## config.mk

```make
export PLATFORM = sky130hd
export DESIGN_NAME = display_capture
export DESIGN_NICKNAME = d
export VERILOG_FILES = /design/src/rtl/display_capture.sv
export SDC_FILE = /design/constraint.sdc
export NUM_CORES = 1
export LEC_CHECK = 0
export BUFFER_PORTS_ARGS = -buffer_cell sky130_fd_sc_hd__buf_4
export CORE_AREA = 2 2 69 71
export CTS_CLUSTER_DIAMETER = 30
export DETAILED_ROUTE_END_ITERATION = 10
export DIE_AREA = 0 0 71 73
export PLACE_DENSITY_LB_ADDON = 0.1
export SLEW_MARGIN = 20
export SYNTH_ARGS = -nofsm -noshare
export SYNTH_HDL_FRONTEND = slang
export SYNTH_SLANG_ARGS = --single-unit
```

## constraint.sdc

```tcl
create_clock -name slow_clock -period 2.2 [get_ports slow_clock]
set_input_delay 0.44 -clock slow_clock [delete_from_list [all_inputs] [get_ports slow_clock]]
set_output_delay 0.44 -clock slow_clock [all_outputs]
set_load 0.03 [all_outputs]
```

## src/rtl/display_capture.sv

```systemverilog
// display_capture: loop-back decoder for the 4-digit multiplexed 7-segment scan.
// Rebuilds HEX/SPR frames from sampled anode strobes and segment lines.
module display_capture #(
    parameter int FRAME_CNT_W = 8
) (
    input  logic                   slow_clock,
    input  logic                   RESET,
    input  logic [6:0]             segs,
    input  logic [3:0]             an,
    output logic [7:0]             hex_value,
    output logic [6:0]             spr_value,
    output logic                   frame_valid,
    output logic                   value_changed,
    output logic [FRAME_CNT_W-1:0] frame_count,
    output logic                   seg_error,
    output logic                   seq_error,
    output logic                   range_error
);

    // EXP0 is the post-publish state: digit 0 must follow, unlike SYNC
    typedef enum logic [2:0] {SYNC, EXP0, EXP1, EXP2, EXP3} state_t;

    state_t     state;
    state_t     state_nx;
    logic       seg_ok;
    logic [3:0] seg_nib;
    logic       an_ok;
    logic [3:0] exp_an;
    logic [2:0] take;
    logic       publish;
    logic       set_seg;
    logic       set_seq;
    logic [3:0] dig0;
    logic [3:0] dig1;
    logic [3:0] dig2;
    logic       seen;
    logic [7:0] new_hex;
    logic [6:0] new_spr;

    // Segment pattern (active-low, a..g) back to a nibble
    always_comb begin
        seg_ok  = 1'b1;
        seg_nib = 4'h0;
        case (segs)
            7'b0000001: seg_nib = 4'h0;
            7'b1001111: seg_nib = 4'h1;
            7'b0010010: seg_nib = 4'h2;
            7'b0000110: seg_nib = 4'h3;
            7'b1001100: seg_nib = 4'h4;
            7'b0100100: seg_nib = 4'h5;
            7'b0100000: seg_nib = 4'h6;
            7'b0001111: seg_nib = 4'h7;
            7'b0000000: seg_nib = 4'h8;
            7'b0000100: seg_nib = 4'h9;
            7'b0001000: seg_nib = 4'hA;
            7'b1100000: seg_nib = 4'hB;
            7'b0110001: seg_nib = 4'hC;
            7'b1000010: seg_nib = 4'hD;
            7'b0110000: seg_nib = 4'hE;
            7'b0111000: seg_nib = 4'hF;
            default:    seg_ok  = 1'b0;
        endcase
    end

    assign an_ok   = $onehot(~an);
    assign new_hex = {dig1, dig0};
    assign new_spr = {seg_nib[2:0], dig2};

    // State register
    always_ff @(posedge slow_clock) begin
        if (RESET) state <= SYNC;
        else       state <= state_nx;
    end

    // Next state, digit strobes and error requests
    always_comb begin
        state_nx = state;
        take     = 3'b000;
        publish  = 1'b0;
        set_seg  = !seg_ok;
        set_seq  = 1'b0;
        exp_an   = 4'b1110;
        unique case (state)
            SYNC, EXP0: exp_an = 4'b1110;
            EXP1:       exp_an = 4'b1101;
            EXP2:       exp_an = 4'b1011;
            EXP3:       exp_an = 4'b0111;
            default:    exp_an = 4'b1110;
        endcase
        if (state == SYNC) begin
            set_seq = !an_ok;
            if (an == exp_an && seg_ok) begin
                take[0]  = 1'b1;
                state_nx = EXP1;
            end
        end else if (an != exp_an || !seg_ok) begin
            set_seq  = (an != exp_an);
            state_nx = SYNC;
        end else begin
            unique case (state)
                EXP0: begin take[0] = 1'b1; state_nx = EXP1; end
                EXP1: begin take[1] = 1'b1; state_nx = EXP2; end
                EXP2: begin take[2] = 1'b1; state_nx = EXP3; end
                EXP3: begin publish = 1'b1; state_nx = EXP0; end
                default: state_nx = SYNC;
            endcase
        end
    end

    // Digit capture, frame publish and sticky error flags
    always_ff @(posedge slow_clock) begin
        if (RESET) begin
            dig0          <= '0;
            dig1          <= '0;
            dig2          <= '0;
            seen          <= 1'b0;
            hex_value     <= '0;
            spr_value     <= '0;
            frame_valid   <= 1'b0;
            value_changed <= 1'b0;
            frame_count   <= '0;
            seg_error     <= 1'b0;
            seq_error     <= 1'b0;
            range_error   <= 1'b0;
        end else begin
            frame_valid   <= 1'b0;
            value_changed <= 1'b0;
            if (set_seg) seg_error <= 1'b1;
            if (set_seq) seq_error <= 1'b1;
            if (take[0]) dig0 <= seg_nib;
            if (take[1]) dig1 <= seg_nib;
            if (take[2]) dig2 <= seg_nib;
            if (publish) begin
                hex_value     <= new_hex;
                spr_value     <= new_spr;
                frame_valid   <= 1'b1;
                frame_count   <= frame_count + 1'b1;
                value_changed <= seen &&
                    ({new_hex, new_spr} != {hex_value, spr_value});
                seen          <= 1'b1;
                if (seg_nib[3]) range_error <= 1'b1;
            end
        end
    end

endmodule

```

==> impl_results.md <==
- Share of cells above drive strength 1: between 30% and 40%
- Die Y-Extent: between 70 and 80 um
- First-pass GRT wire length: between 8000 and 9000 um
- CP Launch Type: flip-flop
- Starting density of the core: 52.4%
- Routed WL: a little over 5000 um
- Syn avg cell area: 8.88 um2
- Clock skew: a little under 0.006 ns
- CTS root buffer: clkbuf_8
- Antenna Diode Count: 0
- Post-route ant nets: 0
- Largest net degree at the start of global routing: 23
- Max Freq: slightly below 500 MHz
- Unrepaired setup endpoints after global routing: no
- Die W: 71 um
- Worst Setup Slack post-DPL: -0.0928 ns
- Worst-margin pin slew: about 0.45 ns
- Dominant synthesized flop cell: dfxtp_1
- Total GRT Usage: between 20% and 30%
- CTS tree: yes
- Syn Nets: 285
- Vias: 2124
- Most common cell after layout, fill and taps aside: buf_4
- Slowest CP cell: or3b_1
- R2R cell count: 8
- Crit path largest cell delay: ~0.50 ns
- Skew-Pair Late Insertion Delay: between 0.2 and 0.3 ns
- GRT overflow: 0
- R2r setup slk: approximately 0.14 ns
- Worst-path cell chain: buf_4 -> nor2b_2 -> a31o_2 -> a22o_2 -> o311ai_1 -> buf_4 -> or3b_1 -> mux2i_1
- Core Region: 4540 um2
- Placed cells: ~360
- Most frequent cells in the layout: 61 x buf_4, 42 x dfxtp_1, 21 x nand2_1
- Pleak: 1.22 nW
- Total CTS buffers: 5
- Final Slew Violations: 0
- Post-synth ARST share: 0%
- Final critical-path required period: slightly above 2 ns
- DIE AREA: roughly 5200 um2
- Final hold viol count: 0
- FF-to-FF End: dig1[1]$_SDFFE_PP0P_
- Peak fanout along the critical path: 8
- Port Buf Inserts: 40
- Post-synth EDFFs: 0
- Rel. slew slack: between 70% and 80%
- Clock tree buffer depth: 2
- Residual DRC count: 0
- Yosys reg bits: 44
- Worst Hold Class: input port to flip-flop
- Hold_sp: RESET
- Vias/cell: between 5 and 6
- Post-Synthesis Cells: ~270
- Final Worst Setup Slack: 0.141 ns
- Critical path start-end classification: flip-flop to flip-flop
- Post-Syn Area: about 2400 um2
- Register area share after synthesis: 37.0%
- Fin nets: 334
- Average routed wire per standard cell: approximately 14 um
- Crit share post-route: 93.6%
- Final setup vio count: 0
- Routability cong.: approximately 0.85
- Arrival @ worst endpoint: ~2.2 ns
- Row cnt: 25
- Clk pin slew, worst setup/hold paths: about 0.080 ns
- Pre-antenna DRT Iters: 4
- Sum Neg Setup Slack: 0 ns
- PwrDens: about 500 nW/um2
- Worst Hold Depth: 2
- Hpwl dp: 3980 um
- Top cell by count, worst path: buf_4
- Max VDD drop: 0.000436 V
- R2R Path Start: state[2]$_SDFFE_PP0P_
- TritonCTS Sinks: 44
- CTS H-tree lvls: 2
- Vias in the first global route: ~1900
- Synth-to-layout area growth: 23.1%
- Distinct cells, synth: 53
- Initial DRC Count: 100
- IO Pins: between 40 and 50
- Hold endpoint: seen$_SDFFE_PP0P_
- Worst EP required: 2.38 ns
- Post-Layout Cell Count: 372
- Status: completed
- Initial antenna violation count: 0
- Setup crit end kind: flip-flop
- Fillers: between 300 and 400
- Max cap viols: 0
- Synth warnings: 0
- Post-Route Utilization: ~65%
-- timing repair --
| action | CTS | global route |
|---|---|---|
| hold buffers | 0 | 0 |
| setup buffers | 0 | 1 |
| hold endpoints to repair | 0 | 0 |
| setup endpoints to repair | 0 | 21 |
| resized for setup | 0 | 6 |
-- Yosys cell counts (2+ instances only) --
cell type,number,share of area [%]
mux2_2,3,1.4
a21oi_1,7,1.5
nand2_1,21,3.3
buf_2,5,1.1
a31o_1,4,1.5
xor2_1,4,1.5
ha_1,3,1.6
o211ai_1,5,1.6
or4_1,2,0.63
or3_1,4,1.1
nor3_1,20,4.2
o31ai_1,2,0.63
nand3_1,11,2.3
inv_1,8,1.3
nor4b_1,2,0.74
dfxtp_1,44,37
buf_6,4,1.9
nor2_1,13,2.1
nor4_1,3,0.79
o21ai_2,2,0.74
and3_1,4,1.1
clkbuf_1,7,1.1
mux2i_1,14,5.9
nor2b_1,5,1.3
buf_4,5,1.6
xnor2_1,14,5.2
nand4_1,8,2.1
o21ai_0,7,1.5
nor3b_1,3,0.95
a31o_2,11,4.1
-- cell type report --
cell class | count | area [um2] | area share [%]
clock inverter | 1 | 7.51 | 0.256
timing repair buffer | 64 | 509 | 17.4
sequential | 44 | 883 | 30.2
inverter | 8 | 30.0 | 1.03
multi-input combinational | 194 | 1340 | 45.9
tap | 54 | 67.6 | 2.31
clock buffer | 7 | 86.3 | 2.95
-- registers in the layout (all words and copies together) (netlist names), 3 cells and up --
| name | cells |
|---|---|
| dig2 | 4 |
| frame_count | 8 |
| state | 3 |
| dig0 | 4 |
| dig1 | 4 |
| spr_value | 7 |
| hex_value | 8 |
-- power by group --
part / switching (W) / internal (W)
logic: 0.0000898 / 0.0000657
clock network: 0.000269 / 0.000255
registers: 0.00000192 / 0.000799
-- critical path, delay by kind of cell, from the launching register on --
kind / cells / cell delay (ns)
multiplexers: 1 / 0.17
flip-flops: 1 / 0.35
AND/OR/NAND/NOR: 2 / 0.66
buffers and inverters: 2 / 0.32
AO/OA/AOI/OAI: 3 / 0.43
-- metrics by stage --
stage,total power [W],hold slack [ns],cell area [um2]
final,0.00148,0.449,2930
after detailed placement,0.000974,0.447,2810
after floorplan,0.000912,0.416,2380
after global routing,0.00154,0.455,2930
after CTS,0.00150,0.445,2900
after global placement,0.000974,0.437,2810
-- logic make-up after synthesis --
kind of cell	after synthesis	share of synthesized area (%)
flip-flops	44	37.0
buffers and inverters	30	7.10
XOR/XNOR	18	6.63
AO/OA/AOI/OAI	47	14.6
AND/OR/NAND/NOR	108	24.9
multiplexers	17	7.31
adder cells (fa/ha/maj)	4	2.42
-- worst max-delay path by stage --
stage,startpoint,to,slack [ns],cells after the start
finish,state[2]$_SDFFE_PP0P_,dig1[1]$_SDFFE_PP0P_,0.14,8
detailed placement,segs[0],dig1[1]$_SDFFE_PP0P_,-0.09,8
CTS,state[2]$_SDFFE_PP0P_,frame_count[3]$_SDFFE_PP0P_,0.01,8
global placement,segs[0],value_changed$_SDFF_PP0_,-0.05,10
floorplan,segs[0],hex_value[5]$_SDFFE_PP0P_,0.19,9
global route,state[2]$_SDFFE_PP0P_,frame_count[4]$_SDFFE_PP0P_,0.02,8
-- layer usage --
layer / wire length [um] / GRT usage [%] / vias to the layer above
met3: 236 / 4.14 / 4
met1: 2430 / 29.5 / 1007
met5: 0 / 0 / -
li1: - / - / 1068
met4: 54 / 6.29 / 0
met2: 2440 / 34.2 / 45
(Power assumes the default switching activity.)
